File: src/rtl/relu_maxpool2x2_stream_pkg.sv
// Shared CNN helpers for fp32 feature-map post-processing.
// Rectified values are non-negative, so their bit patterns order like unsigned integers.
package relu_maxpool2x2_stream_pkg;

  localparam int          FP32_SIGN_BIT = 31;
  localparam logic [31:0] FP32_ZERO     = 32'h0;

  function automatic logic [31:0] relu_fp32(input logic [31:0] x);
    return x[FP32_SIGN_BIT] ? FP32_ZERO : x;
  endfunction

  function automatic logic [31:0] max_pos_fp32(input logic [31:0] a, input logic [31:0] b);
    return (a > b) ? a : b;
  endfunction

endpackage

File: src/rtl/pool_line_buffer.sv
// Single-row buffer of horizontal pair maxima.
// Combinational read; contents are not reset because every entry is written before it is read.
module pool_line_buffer #(
  parameter int DEPTH      = 28,
  parameter int DATA_WIDTH = 32,
  parameter int AW         = (DEPTH > 1) ? $clog2(DEPTH) : 1
) (
  input  logic                  clk,
  input  logic                  we,
  input  logic [AW-1:0]         waddr,
  input  logic [DATA_WIDTH-1:0] wdata,
  input  logic [AW-1:0]         raddr,
  output logic [DATA_WIDTH-1:0] rdata
);

  logic [DATA_WIDTH-1:0] mem_q [DEPTH];

  always_ff @(posedge clk) begin
    if (we) mem_q[waddr] <= wdata;
  end

  assign rdata = mem_q[raddr];

endmodule

File: src/rtl/relu_maxpool2x2_stream.sv
// Streaming ReLU followed by 2x2/stride-2 max-pool over a raster-order fp32 feature map.
// Even rows park pair maxima in the line buffer; odd rows combine with them and emit.
module relu_maxpool2x2_stream
  import relu_maxpool2x2_stream_pkg::*;
#(
  parameter int DATA_WIDTH = 32,
  parameter int WIDTH      = 56,
  parameter int HEIGHT     = 56
) (
  input  logic                  clk,
  input  logic                  rst,
  input  logic [DATA_WIDTH-1:0] data_in,
  input  logic                  valid_in,
  output logic [DATA_WIDTH-1:0] data_out,
  output logic                  valid_out,
  output logic                  frame_done
);

  localparam int CW = $clog2(WIDTH);
  localparam int RW = (HEIGHT > 2) ? $clog2(HEIGHT) : 1;
  localparam int AW = CW - 1;

  logic [CW-1:0]         col_q, col_d;
  logic [RW-1:0]         row_q, row_d;
  logic [DATA_WIDTH-1:0] hold_q, hold_d;
  logic [DATA_WIDTH-1:0] data_out_q, data_out_d;
  logic                  valid_q, valid_d;
  logic                  done_q, done_d;

  logic [DATA_WIDTH-1:0] px, hmax, lb_rdata;
  logic                  last_col, last_row, lb_we;
  logic [AW-1:0]         lb_addr;

  always_comb begin
    px       = relu_fp32(data_in);
    hmax     = max_pos_fp32(hold_q, px);
    last_col = (col_q == CW'(WIDTH - 1));
    last_row = (row_q == RW'(HEIGHT - 1));
    lb_addr  = col_q[CW-1:1];
    lb_we    = valid_in & col_q[0] & ~row_q[0];

    col_d      = col_q;
    row_d      = row_q;
    hold_d     = hold_q;
    valid_d    = 1'b0;
    done_d     = 1'b0;
    data_out_d = data_out_q;

    if (valid_in) begin
      col_d = last_col ? '0 : col_q + CW'(1);
      if (last_col) row_d = last_row ? '0 : row_q + RW'(1);
      if (!col_q[0]) hold_d = px;
      // Odd row, odd col closes a 2x2 window.
      if (col_q[0] && row_q[0]) begin
        valid_d    = 1'b1;
        done_d     = last_col & last_row;
        data_out_d = max_pos_fp32(lb_rdata, hmax);
      end
    end
  end

  always_ff @(posedge clk or posedge rst) begin
    if (rst) begin
      col_q      <= '0;
      row_q      <= '0;
      hold_q     <= '0;
      data_out_q <= '0;
      valid_q    <= 1'b0;
      done_q     <= 1'b0;
    end else begin
      col_q      <= col_d;
      row_q      <= row_d;
      hold_q     <= hold_d;
      data_out_q <= data_out_d;
      valid_q    <= valid_d;
      done_q     <= done_d;
    end
  end

  pool_line_buffer #(
    .DEPTH      (WIDTH / 2),
    .DATA_WIDTH (DATA_WIDTH),
    .AW         (AW)
  ) u_linebuf (
    .clk   (clk),
    .we    (lb_we),
    .waddr (lb_addr),
    .wdata (hmax),
    .raddr (lb_addr),
    .rdata (lb_rdata)
  );

  assign data_out   = data_out_q;
  assign valid_out  = valid_q;
  assign frame_done = done_q;

endmodule

File: config.mk
export PLATFORM = sky130hd
export DESIGN_NAME = relu_maxpool2x2_stream
export DESIGN_NICKNAME = d
export VERILOG_FILES = /design/src/rtl/relu_maxpool2x2_stream_pkg.sv /design/src/rtl/pool_line_buffer.sv /design/src/rtl/relu_maxpool2x2_stream.sv
export SDC_FILE = /design/constraint.sdc
export NUM_CORES = 1
export LEC_CHECK = 0
export BUFFER_PORTS_ARGS = -buffer_cell sky130_fd_sc_hd__clkbuf_2
export CAP_MARGIN = 15
export CORE_ASPECT_RATIO = 0.7
export CORE_MARGIN = 5
export CORE_UTILIZATION = 40
export CTS_BUF_LIST = sky130_fd_sc_hd__clkbuf_16
export DETAILED_ROUTE_END_ITERATION = 12
export GPL_TIMING_DRIVEN = 0
export PLACE_DENSITY = 0.53
export SYNTH_ARGS = -nofsm -noshare
export SYNTH_HDL_FRONTEND = slang
export SYNTH_SLANG_ARGS = --single-unit
File: constraint.sdc
create_clock -name clk -period 5.15 [get_ports clk]
set_clock_uncertainty 0.05 [all_clocks]
set_input_delay 0.515 -clock clk [delete_from_list [all_inputs] [get_ports clk]]
set_output_delay 0.515 -clock clk [all_outputs]
set_load 0.05 [all_outputs]
==> results.md <==
* Peak VDD IR at 413 uV
* Die footprint at 103000 um2
* Min Tclk post-route at 5100 ps
* Post-synth ARST share at 0.0805
* Synth Area in Adders at 0.0206
* Reg2reg end: data_out[13]
* Chip height at 271 um
* Required time worst endpoint at 5670 ps
* FMAX at 196 MHz
* Row count at 95
* I/O pin count at 69
* Root cell of the clock tree: clkbuf_16
* Status: finished clean
* Worst Hold Depth at 3
* Crit start category: flop
* Slowest stage delay, CP at 630 ps
* Filler-free cell count of the finished design at 3619
* Post-synthesis mux area share at 0.153
* Worst min path class: input pin to flop
* Vias in the first global route at 20800
* Power Dens Cells at 555 nW/um2
* Reg2Reg Depth at 16
* CTS buffer count at 89
* Remaining antenna violation count at 0
* CP Cell Sequence: clkbuf_1 > buf_2 > buf_1 > buf_8 > mux2i_1 > o22ai_1 > a21o_1 > ha_1 > nor2b_1 > o211ai_1 > a2111o_1 > o211a_1 > o21a_1 > nand2_1 > clkbuf_4 > o211ai_2
* EDFF count, synth at 868
* #FFs+latches synth at 944
* Worst Path Max Fanout at 10
* Layout cells sized above 1 at 0.267
* Detailed Route Iter0 Violations at 2536
* Tot GR Track Use at 0.220
* Synthesized netlist cell count at 2077
* Worst reg2reg path startpoint: col_q[5]
* CTS tree: built
* Die X at 382 um
* Clk buf depth at 3
* Clock sink count at 944
* Largest family of logic cells by synthesized area: multiplexers
* Post-route cell area at 45000 um2
* Flop-to-flop setup slack at 50 ps
* Max-slew headroom at 0.282
* Final hold viol count at 0
* Post-DP HPWL at 78.7 mm
* Yosys top cell by area: edfxtp_1
* Routability cong. at 0.859
* Critical path arrival at 5620 ps
* CTS H-tree depth at 3
* CP Capture Type: flop
* Vias/cell at 5.90
* Area growth, synth to finish at 16.1%
* Initial antenna violation count at 4
* Placed Cells incl. Taps at 3454
* Top cell type's share of synthesized area at 0.672
* Max Cap Viol at 0
* Drt drc at 0
* Sum of negative setup slack at 0 ps
* Xor-xnor portion of the synthesized cell area at 0.000677
* Yosys cell types at 64
* Syn Nets at 2176
* CP Class: flop to flop
* Synth Area in Compound Gates at 0.0464
* Input/output buffers at 66
* End of the worst hold path: hold_q[3]
* Simple-Gate Fraction of Synth Area at 0.0365
* Largest net degree at the start of global routing at 60
* Pleak at 0.0158 uW
* Via count at 21400
* Avg Inst Size Synth at 18.7 um2
* First-pass DRT Iterations at 5
* Synth area leaders: edfxtp_1 67%, mux4_2 11%, dfrtp_1 4.9%
* Synth Flop Type: edfxtp_1
* Nets at 2385
* Initial Utilization at 0.404
* Gr ovfl total at 0
* Clock transition at path regs at 60 ps
* Synthesized area at 38800 um2
* Placed cell areas at 41800 um2
* Core area at 96000 um2
* # setup viols final at 0
* Synth warnings at 0
* Worst hold start: data_in[3]
* Sequential-to-total area share from yosys stat at 0.721
* DRT Wirelength at 114 mm
* Clock latency on the worst-skew pair at 710 ps
* Final worst-path cycle share at 0.990
* First-pass GRT wire length at 161 mm
* Worst Max-Slew Pin Slew at 1070 ps
* Slew Viols, Final at 0
* CP max stage cell: buf_1
* Routed len/inst at 31.6 um
layer usage:
metal,track usage,part of all wire
met3,0.0488,0.091
met4,0.0423,0.019
met1,0.352,0.47
met2,0.310,0.42
met5,0,0
cell type report:
cell class	count	area [um2]
plain buffers	110	653
diodes	1	2.50
flip-flops and latches	944	28000
multi-input cells	957	10300
repair buffers	118	1210
fillers	8005	51000
clock inverters	73	855
inverters	66	250
clock buffers	89	2230
well taps	1261	1580
metrics by stage:
stage                     hold slack [ps]  total power (uW)  utilization  setup slack (ps)
after floorplan                       401             14700            -               514
after global placement                419             17700        0.424             -3990
after detailed placement              420             17900        0.435              -925
after CTS                            22.5             24900        0.468              45.4
after global routing                 41.9             25900        0.469             -14.7
final                                60.3             25000        0.469              51.0
placed cells by master (no fill, tap or decap), drive strengths merged, types with 6 or more instances in the layout:
cell type,n
nor3,10
o21ai,69
buf,108
a2111o,7
nor2b,6
a21o,24
clkbuf,206
edfxtp,868
bufinv,15
ha,64
mux4,187
a22o,6
o211ai,35
nand4,16
nand3,44
mux2i,118
inv,78
nand2,125
nor2,50
a22oi,8
o22ai,36
mux2,39
clkinv,43
dfrtp,76
a211oi,7
a21oi,20
nand2b,34
state kept, by name, summed over array words and instances, names as in the netlist:
signal and cells:
u_linebuf.mem_q 868, data_out 31, hold_q 31, col_q 6, row_q 6, frame_done 1, valid_out 1
where the power goes:
part           leakage [uW]  switching [uW]  internal (uW)
logic               0.00535            5640           3140
registers           0.00895             146           9100
clock network       0.00154            3010           3950
synthesized netlist by cell type, drive strengths merged (16+ instances only):
cell type  count
mux4         187
buf           65
nand4         16
nand3         44
clkbuf        45
mux2          39
nor2          50
a21oi         20
o21ai         69
dfrtp         76
o22ai         36
nand2        125
edfxtp       868
mux2i        118
nand2b        34
inv           66
o211ai        35
ha            64
a21o          24
critical path: cells and delay by family (launching register included):
kind | cells | cell delay, ps
DFF | 1 | 330
AOI/OAI and AO/OA | 7 | 1540
muxes | 1 | 480
adders and majority gates | 1 | 320
and+or+nand+nor | 2 | 270
buffers and inverters | 5 | 1950
what timing repair did:
action | CTS | global route
pin swaps | 0 | 3
gates resized for setup | 21 | 34
hold buffers | 1 | 0
setup endpoints to repair | 30 | 30
endpoints found under the hold margin | 17 | 0
buffers inserted | 0 | 1
logic make-up (layout without fill, tap and decap cells):
group | Yosys count | count (layout)
DFF | 944 | 944
muxes | 344 | 344
and+or+nand+nor | 303 | 303
AOI/OAI and AO/OA | 242 | 242
buffers and inverters | 176 | 456
adders and majority gates | 64 | 64
xor gates and xnor gates | 3 | 3
other | 1 | 2
worst max-delay path by stage:
stage / from / endpoint / slack [ps] / depth (start not counted)
after floorplan: data_in[31] / data_out[1] / 510 / 19
after global placement: col_q[2] / u_linebuf.mem_q[7][21] / -3990 / 8
after detailed placement: data_in[31] / data_out[7] / -920 / 20
after CTS: hold_q[7] / data_out[6] / 50 / 16
after global routing: col_q[5] / data_out[17] / -10 / 14
final: col_q[5] / data_out[13] / 50 / 16
Note: power is estimated with default switching activity, not from simulation.
